`src/rtl/mips_pkg.sv`:
```
// Shared encodings for the MIPS execute stage: ALU opcodes, funct codes,
// control-bus bit positions and the multiplier FSM state type.
package mips_pkg;

  localparam logic [1:0] AluOpAdd   = 2'b00;
  localparam logic [1:0] AluOpSub   = 2'b01;
  localparam logic [1:0] AluOpRtype = 2'b10;
  localparam logic [1:0] AluOpOr    = 2'b11;

  localparam logic [5:0] FunctAdd  = 6'h20;
  localparam logic [5:0] FunctSub  = 6'h22;
  localparam logic [5:0] FunctAnd  = 6'h24;
  localparam logic [5:0] FunctOr   = 6'h25;
  localparam logic [5:0] FunctSlt  = 6'h2A;
  localparam logic [5:0] FunctMult = 6'h18;

  localparam int unsigned WbRegWrite = 1;
  localparam int unsigned WbMemToReg = 0;
  localparam int unsigned MemBranch  = 2;
  localparam int unsigned MemRead    = 1;
  localparam int unsigned MemWrite   = 0;
  localparam int unsigned ExeRegDst  = 2;

  typedef enum logic {StIdle, StMul} mul_state_e;

  function automatic logic is_mult(input logic [1:0] alu_op, input logic [5:0] funct);
    return (alu_op == AluOpRtype) && (funct == FunctMult);
  endfunction

endpackage

```
`src/rtl/alu32.sv`:
```
// Combinational ALU for the execute stage. MULT is not handled here; the
// iterative multiplier in exe_stage supplies that result.
module alu32
  import mips_pkg::*;
#(
  parameter int unsigned DATA_W = 32
) (
  input  logic [DATA_W-1:0] a,
  input  logic [DATA_W-1:0] b,
  input  logic [1:0]        alu_op,
  input  logic [5:0]        funct,
  output logic [DATA_W-1:0] result,
  output logic              zero
);

  always_comb begin
    result = '0;
    unique case (alu_op)
      AluOpAdd: result = a + b;
      AluOpSub: result = a - b;
      AluOpOr:  result = a | b;
      AluOpRtype: begin
        case (funct)
          FunctAdd: result = a + b;
          FunctSub: result = a - b;
          FunctAnd: result = a & b;
          FunctOr:  result = a | b;
          FunctSlt: result = {{(DATA_W-1){1'b0}}, ($signed(a) < $signed(b))};
          default:  result = '0;
        endcase
      end
      default: result = '0;
    endcase
  end

  assign zero = (result == '0);

endmodule

```
`src/rtl/exe_stage.sv`:
```
// MIPS execute stage: operand forwarding, ALU, branch target, iterative
// shift-add multiplier and the EX/MEM pipeline register.
module exe_stage
  import mips_pkg::*;
#(
  parameter int unsigned DATA_W = 32,
  parameter int unsigned PC_W   = 7
) (
  input  logic              clock,
  input  logic              reset,
  input  logic [PC_W-1:0]   pc,
  input  logic [DATA_W-1:0] readData1,
  input  logic [DATA_W-1:0] readData2,
  input  logic [DATA_W-1:0] sign_extended,
  input  logic [4:0]        instruction1,
  input  logic [4:0]        instruction2,
  input  logic [4:0]        rs,
  input  logic [1:0]        WB,
  input  logic [2:0]        MEM,
  input  logic [2:0]        EXE,
  input  logic              flush,
  input  logic              memWbRegWrite,
  input  logic [4:0]        memWbRd,
  input  logic [DATA_W-1:0] memWbData,
  output logic              stall,
  output logic [DATA_W-1:0] aluResultOut,
  output logic [DATA_W-1:0] writeDataOut,
  output logic [4:0]        destRegOut,
  output logic              zeroOut,
  output logic [PC_W-1:0]   branchTargetOut,
  output logic [1:0]        WBOut,
  output logic [2:0]        MEMOut
);

  localparam int unsigned CNT_W = $clog2(DATA_W);
  localparam logic [CNT_W-1:0] CntLast = CNT_W'(DATA_W - 1);

  logic [1:0]        alu_op;
  logic [5:0]        funct;
  logic              start_mult;
  logic [4:0]        dest;
  logic [DATA_W-1:0] fwd_a, fwd_b, alu_b, alu_result;
  logic              alu_zero;
  logic              exmem_fwd_ok, memwb_fwd_ok;

  mul_state_e        state_q, state_d;
  logic [CNT_W-1:0]  count_q, count_d;
  logic [DATA_W-1:0] mcand_q, mcand_d, mplier_q, mplier_d, acc_q, acc_d;
  logic [DATA_W-1:0] partial, acc_sum;
  logic [4:0]        mul_dest_q, mul_dest_d;
  logic [1:0]        mul_wb_q, mul_wb_d;
  logic [2:0]        mul_mem_q, mul_mem_d;

  logic [DATA_W-1:0] alu_d, wdata_d;
  logic [4:0]        dest_d;
  logic              zero_d;
  logic [PC_W-1:0]   bt_d;
  logic [1:0]        wb_d;
  logic [2:0]        mem_d;

  assign alu_op     = EXE[1:0];
  assign funct      = sign_extended[5:0];
  assign start_mult = is_mult(alu_op, funct);
  assign dest       = EXE[ExeRegDst] ? instruction2 : instruction1;

  // Loads (MemToReg=1) in EX/MEM have no data yet; the hazard unit covers them.
  assign exmem_fwd_ok = WBOut[WbRegWrite] && !WBOut[WbMemToReg] && (destRegOut != 5'd0);
  assign memwb_fwd_ok = memWbRegWrite && (memWbRd != 5'd0);

  always_comb begin
    fwd_a = readData1;
    if (exmem_fwd_ok && (destRegOut == rs)) begin
      fwd_a = aluResultOut;
    end else if (memwb_fwd_ok && (memWbRd == rs)) begin
      fwd_a = memWbData;
    end
  end

  always_comb begin
    fwd_b = readData2;
    if (exmem_fwd_ok && (destRegOut == instruction1)) begin
      fwd_b = aluResultOut;
    end else if (memwb_fwd_ok && (memWbRd == instruction1)) begin
      fwd_b = memWbData;
    end
  end

  assign alu_b = ((alu_op == AluOpAdd) || (alu_op == AluOpOr)) ? sign_extended : fwd_b;

  alu32 #(
    .DATA_W(DATA_W)
  ) u_alu (
    .a      (fwd_a),
    .b      (alu_b),
    .alu_op (alu_op),
    .funct  (funct),
    .result (alu_result),
    .zero   (alu_zero)
  );

  assign partial = mplier_q[count_q] ? (mcand_q << count_q) : '0;
  assign acc_sum = acc_q + partial;

  // Default EX/MEM capture is a bubble; only a live instruction or a finished
  // multiply overrides it.
  always_comb begin
    state_d    = state_q;
    count_d    = count_q;
    mcand_d    = mcand_q;
    mplier_d   = mplier_q;
    acc_d      = acc_q;
    mul_dest_d = mul_dest_q;
    mul_wb_d   = mul_wb_q;
    mul_mem_d  = mul_mem_q;
    stall      = 1'b0;
    alu_d      = '0;
    wdata_d    = '0;
    dest_d     = '0;
    zero_d     = 1'b0;
    bt_d       = '0;
    wb_d       = '0;
    mem_d      = '0;
    unique case (state_q)
      StIdle: begin
        if (!flush) begin
          if (start_mult) begin
            stall      = 1'b1;
            mcand_d    = fwd_a;
            mplier_d   = fwd_b;
            acc_d      = '0;
            count_d    = '0;
            mul_dest_d = dest;
            mul_wb_d   = WB;
            mul_mem_d  = MEM;
            state_d    = StMul;
          end else begin
            alu_d   = alu_result;
            wdata_d = fwd_b;
            dest_d  = dest;
            zero_d  = alu_zero;
            bt_d    = pc + sign_extended[PC_W-1:0];
            wb_d    = WB;
            mem_d   = MEM;
          end
        end
      end
      StMul: begin
        if (flush) begin
          state_d = StIdle;
          count_d = '0;
        end else begin
          acc_d   = acc_sum;
          count_d = count_q + CNT_W'(1);
          if (count_q == CntLast) begin
            state_d = StIdle;
            count_d = '0;
            alu_d   = acc_sum;
            zero_d  = (acc_sum == '0);
            dest_d  = mul_dest_q;
            wb_d    = mul_wb_q;
            mem_d   = mul_mem_q;
          end else begin
            stall = 1'b1;
          end
        end
      end
      default: state_d = StIdle;
    endcase
  end

  always_ff @(posedge clock) begin
    if (reset) begin
      state_q         <= StIdle;
      count_q         <= '0;
      mcand_q         <= '0;
      mplier_q        <= '0;
      acc_q           <= '0;
      mul_dest_q      <= '0;
      mul_wb_q        <= '0;
      mul_mem_q       <= '0;
      aluResultOut    <= '0;
      writeDataOut    <= '0;
      destRegOut      <= '0;
      zeroOut         <= 1'b0;
      branchTargetOut <= '0;
      WBOut           <= '0;
      MEMOut          <= '0;
    end else begin
      state_q         <= state_d;
      count_q         <= count_d;
      mcand_q         <= mcand_d;
      mplier_q        <= mplier_d;
      acc_q           <= acc_d;
      mul_dest_q      <= mul_dest_d;
      mul_wb_q        <= mul_wb_d;
      mul_mem_q       <= mul_mem_d;
      aluResultOut    <= alu_d;
      writeDataOut    <= wdata_d;
      destRegOut      <= dest_d;
      zeroOut         <= zero_d;
      branchTargetOut <= bt_d;
      WBOut           <= wb_d;
      MEMOut          <= mem_d;
    end
  end

endmodule
```
`config.mk`:
```
export PLATFORM = sky130hd
export DESIGN_NAME = exe_stage
export DESIGN_NICKNAME = d
export VERILOG_FILES = /design/src/rtl/mips_pkg.sv /design/src/rtl/alu32.sv /design/src/rtl/exe_stage.sv
export SDC_FILE = /design/constraint.sdc
export NUM_CORES = 1
export LEC_CHECK = 0
export CAP_MARGIN = 10
export CORE_MARGIN = 1.5
export CORE_UTILIZATION = 28
export CTS_BUF_LIST = sky130_fd_sc_hd__clkbuf_16
export DETAILED_ROUTE_END_ITERATION = 8
export PLACE_DENSITY = 0.52
export REMOVE_ABC_BUFFERS = 1
export SLEW_MARGIN = 10
export SYNTH_ARGS = -nofsm -noshare
export SYNTH_HDL_FRONTEND = slang
export SYNTH_SLANG_ARGS = --single-unit
```
`constraint.sdc`:
```
create_clock -name clock -period 19.75 [get_ports clock]
set_clock_uncertainty 0.2 [all_clocks]
set_input_delay 1.975 -clock clock [delete_from_list [all_inputs] [get_ports clock]]
set_output_delay 1.975 -clock clock [all_outputs]
set_load 0.05 [all_outputs]
```
==> results_dict.tcl <==
set metrics [dict create \
    cts_buffer_depth 2 \
    start_util_pct 28.30 \
    num_antenna_cells 0 \
    min_period_ns 9.393 \
    fin_util_pct 34.51 \
    fin_nets 2871 \
    synth_area_leaders "dfxtp_1 22%, ha_1 7.9%, nand2_1 6.0%, a21oi_1 6.0%, nor2_1 5.6%" \
    design_area_mm2 0.02173 \
    path_clk_slew_ns 0.07 \
    worst_pin_slew_ns 1.196 \
    hold_slack_ns 0.2533 \
    worst_slack_ns 10.36 \
    cp-end-kind "flip-flop" \
    die_area_mm2 0.06516 \
    first_pass_iters 6 \
    numClockSinks 194 \
    io_buffers 249 \
    drv_cap 0 \
    final_hold_viol_count 0 \
    fillCellCount 6657 \
    p_clk_share_pct 29.7 \
    grt-ovfl-total 0 \
    dpl_worst_slack_ns 10.15 \
    root_buffer "clkbuf_16" \
    worstPathRequired_ns 19.94 \
    pwr-share-seq_pct 33.2 \
    r2r_cells 21 \
    drc 0 \
    post_cts_buffers 0 \
    placed_area_mm2 0.02114 \
    ir_worst_vdd_mv 0.06855 \
    grt_max_degree 81 \
    drt-wirelength-per-cell_um 24.20 \
    powerDensity_mw_per_mm2 57.12 \
    gp_congestion 0.9749 \
    holdPathStages 2 \
    cellLeakagePower_nw 7.872 \
    core_area_mm2 0.06297 \
    synth_area_per_cell_um2 7.353 \
    hold_class "flip-flop to flip-flop" \
    placedCellCount 3414 \
    antenna_found_initial 6 \
    p_comb_share_pct 37.1 \
    path_cells "clkdlybuf4s50_1, or4_4, o21ai_4, nor3_2, buf_4, mux2i_1, o21ai_0, mux2_2, ha_1, inv_1, fa_1, o21ai_0, a32oi_1, a21boi_1, o41ai_2, a21oi_1, o31a_1, o31ai_1, a21oi_1, nor4_1, nand4_1, or3_1, o21ai_1" \
    timing.final.crit_share_pct 47.56 \
    synth-async-reset-ratio_pct 0 \
    cts_buffers 17 \
    ys_warn_count 0 \
    cts_tree "built" \
    grt_pass1_wl_um 122800 \
    slowest_delay_ns 0.73 \
    num_rows 92 \
    area_growth_syn_to_layout_pct 21.97 \
    synthFlopType "dfxtp_1" \
    num_vias 19685 \
    arrival_ns 9.58 \
    ant_nets 0 \
    drt_iter0_drc 1943 \
    status "finished clean" \
    p_sw_share_pct 38.30 \
    setup.worst_path.class "input pin to flip-flop" \
    io_pins 250 \
    finalPower_mw 1.241 \
    synth.top_cell.area_share_pct 21.80 \
    yosysSeqAreaShare_pct 21.80 \
    min_from "mplier_q[26]" \
    synth.distinct_cells 91 \
    ys_ff_latch 194 \
    rsz0062_at_grt "false" \
    synth_edf_count 0 \
    cpMaxStageDelayCell "o21ai_4" \
    setup_viol 0 \
    syn_area_mm2 0.01782 \
    layout_commonest_cell "nand2_1" \
    drt-total-wl_um 83330 \
    clkLatencyLatePin_ns 0.47 \
    cp-start-kind "input pin" \
    ctsResizeCount 0 \
    fin_cells 3444 \
    die_w_um 255.3 \
    power_switching_mw 0.4754 \
    maxSlewViolCount 0 \
    whs_endpoint "mplier_q[26]" \
    layout_common_cells "284 x nand2_1, 263 x nor2_1, 248 x clkdlybuf4s50_1" \
    slew_headroom_pct 20.27 \
    cp_max_fo 32 \
    grt_usage_pct 25.24 \
    max_freq_mhz 106.5 \
    grt_pass1_vias 19238 \
    intPower_mw 0.7659 \
    r2r-start "destRegOut[1]" \
    htreeDepth 4 \
    die_y_um 255.3 \
    synth.largest_area_cell "dfxtp_1" \
    reg2reg_to "zeroOut" \
    final_layout_size_suffix_gt1_share_pct 7.737 \
    r2r_slack_ns 11.88 \
    tns_ns 0 \
    syn_inst 2423 \
    ctsHoldBuffers 0 \
    vias_per_cell 5.716 \
    hpwl_um 65000 \
]
-- power groups by stage --
stage	sequential [mW]	clock, mW	combinational, mW
after floorplan	0.448	0	0.243
after global placement	0.420	0	0.449
after detailed placement	0.420	0	0.449
after CTS	0.411	0.376	0.451
after global routing	0.412	0.389	0.491
final	0.412	0.369	0.461
-- how the worst max path moves through the flow --
stage / start / endpoint / slack (ns)
after global placement: memWbRd[1] / zeroOut / 10.33
after detailed placement: memWbRd[1] / zeroOut / 10.15
after global routing: memWbRd[1] / zeroOut / 10.14
final: memWbRd[1] / zeroOut / 10.36
after CTS: memWbRd[1] / zeroOut / 10.61
after floorplan: memWbRd[4] / zeroOut / 10.74
-- critical path: cells and delay by family --
family,cells,cell delay (ns)
AO/OA/AOI/OAI,11,4.10
multiplexers,2,0.52
adder cells (fa/ha/maj),2,0.43
AND/OR/NAND/NOR,5,1.64
buffers and inverters,3,0.91
-- metal layers --
metal	GRT usage, %	vias to the layer above	part of all wire, %
met1	32.41	9403	43
met3	5.654	178	9.0
met4	9.958	12	4.2
met5	0	-	0.084
li1	-	9100	-
met2	40.88	992	44
-- sequential cells by signal (all words and copies together), names as in the netlist, 5 cells and up --
name             flops
acc_q               32
destRegOut           5
mcand_q             32
writeDataOut        32
mul_dest_q           5
aluResultOut        32
count_q              5
branchTargetOut      7
mplier_q            32
-- synthesized netlist by cell type (all sizes together) (31+ instances only) --
master and n:
dfxtp 194, o21ai 165, inv 109, and2 51, nand2 284, ha 113
a31oi 59, o31ai 56, clkbuf 114, a211oi 38, mux4 31, nor3 55
buf 35, xnor2 64, nor2 268, a21oi 212, nand4 41, nand3 60
nor2b 34, mux2i 62
-- cell type report --
type | instances | area (um2) | share of cell area [%]
sequential | 194 | 3886 | 17.88
clock buffer | 17 | 425.4 | 1.958
timing repair buffer | 294 | 2828 | 13.01
inverter | 110 | 412.9 | 1.900
clock inverter | 13 | 160.2 | 0.7369
tap | 846 | 1059 | 4.871
multi-input combinational | 1970 | 12960 | 59.64
-- cell families (layout without fill, tap and decap cells) --
group,count (synthesis),after routing,synth area share (%)
simple gates,902,902,23.50
flops,194,194,21.80
mux,120,120,9.108
buf+inv,259,434,5.751
compound gates,752,752,27.58
xor+xnor,79,79,3.883
fa+ha+maj,117,117,8.385
Power figures use the tool's default switching activity.
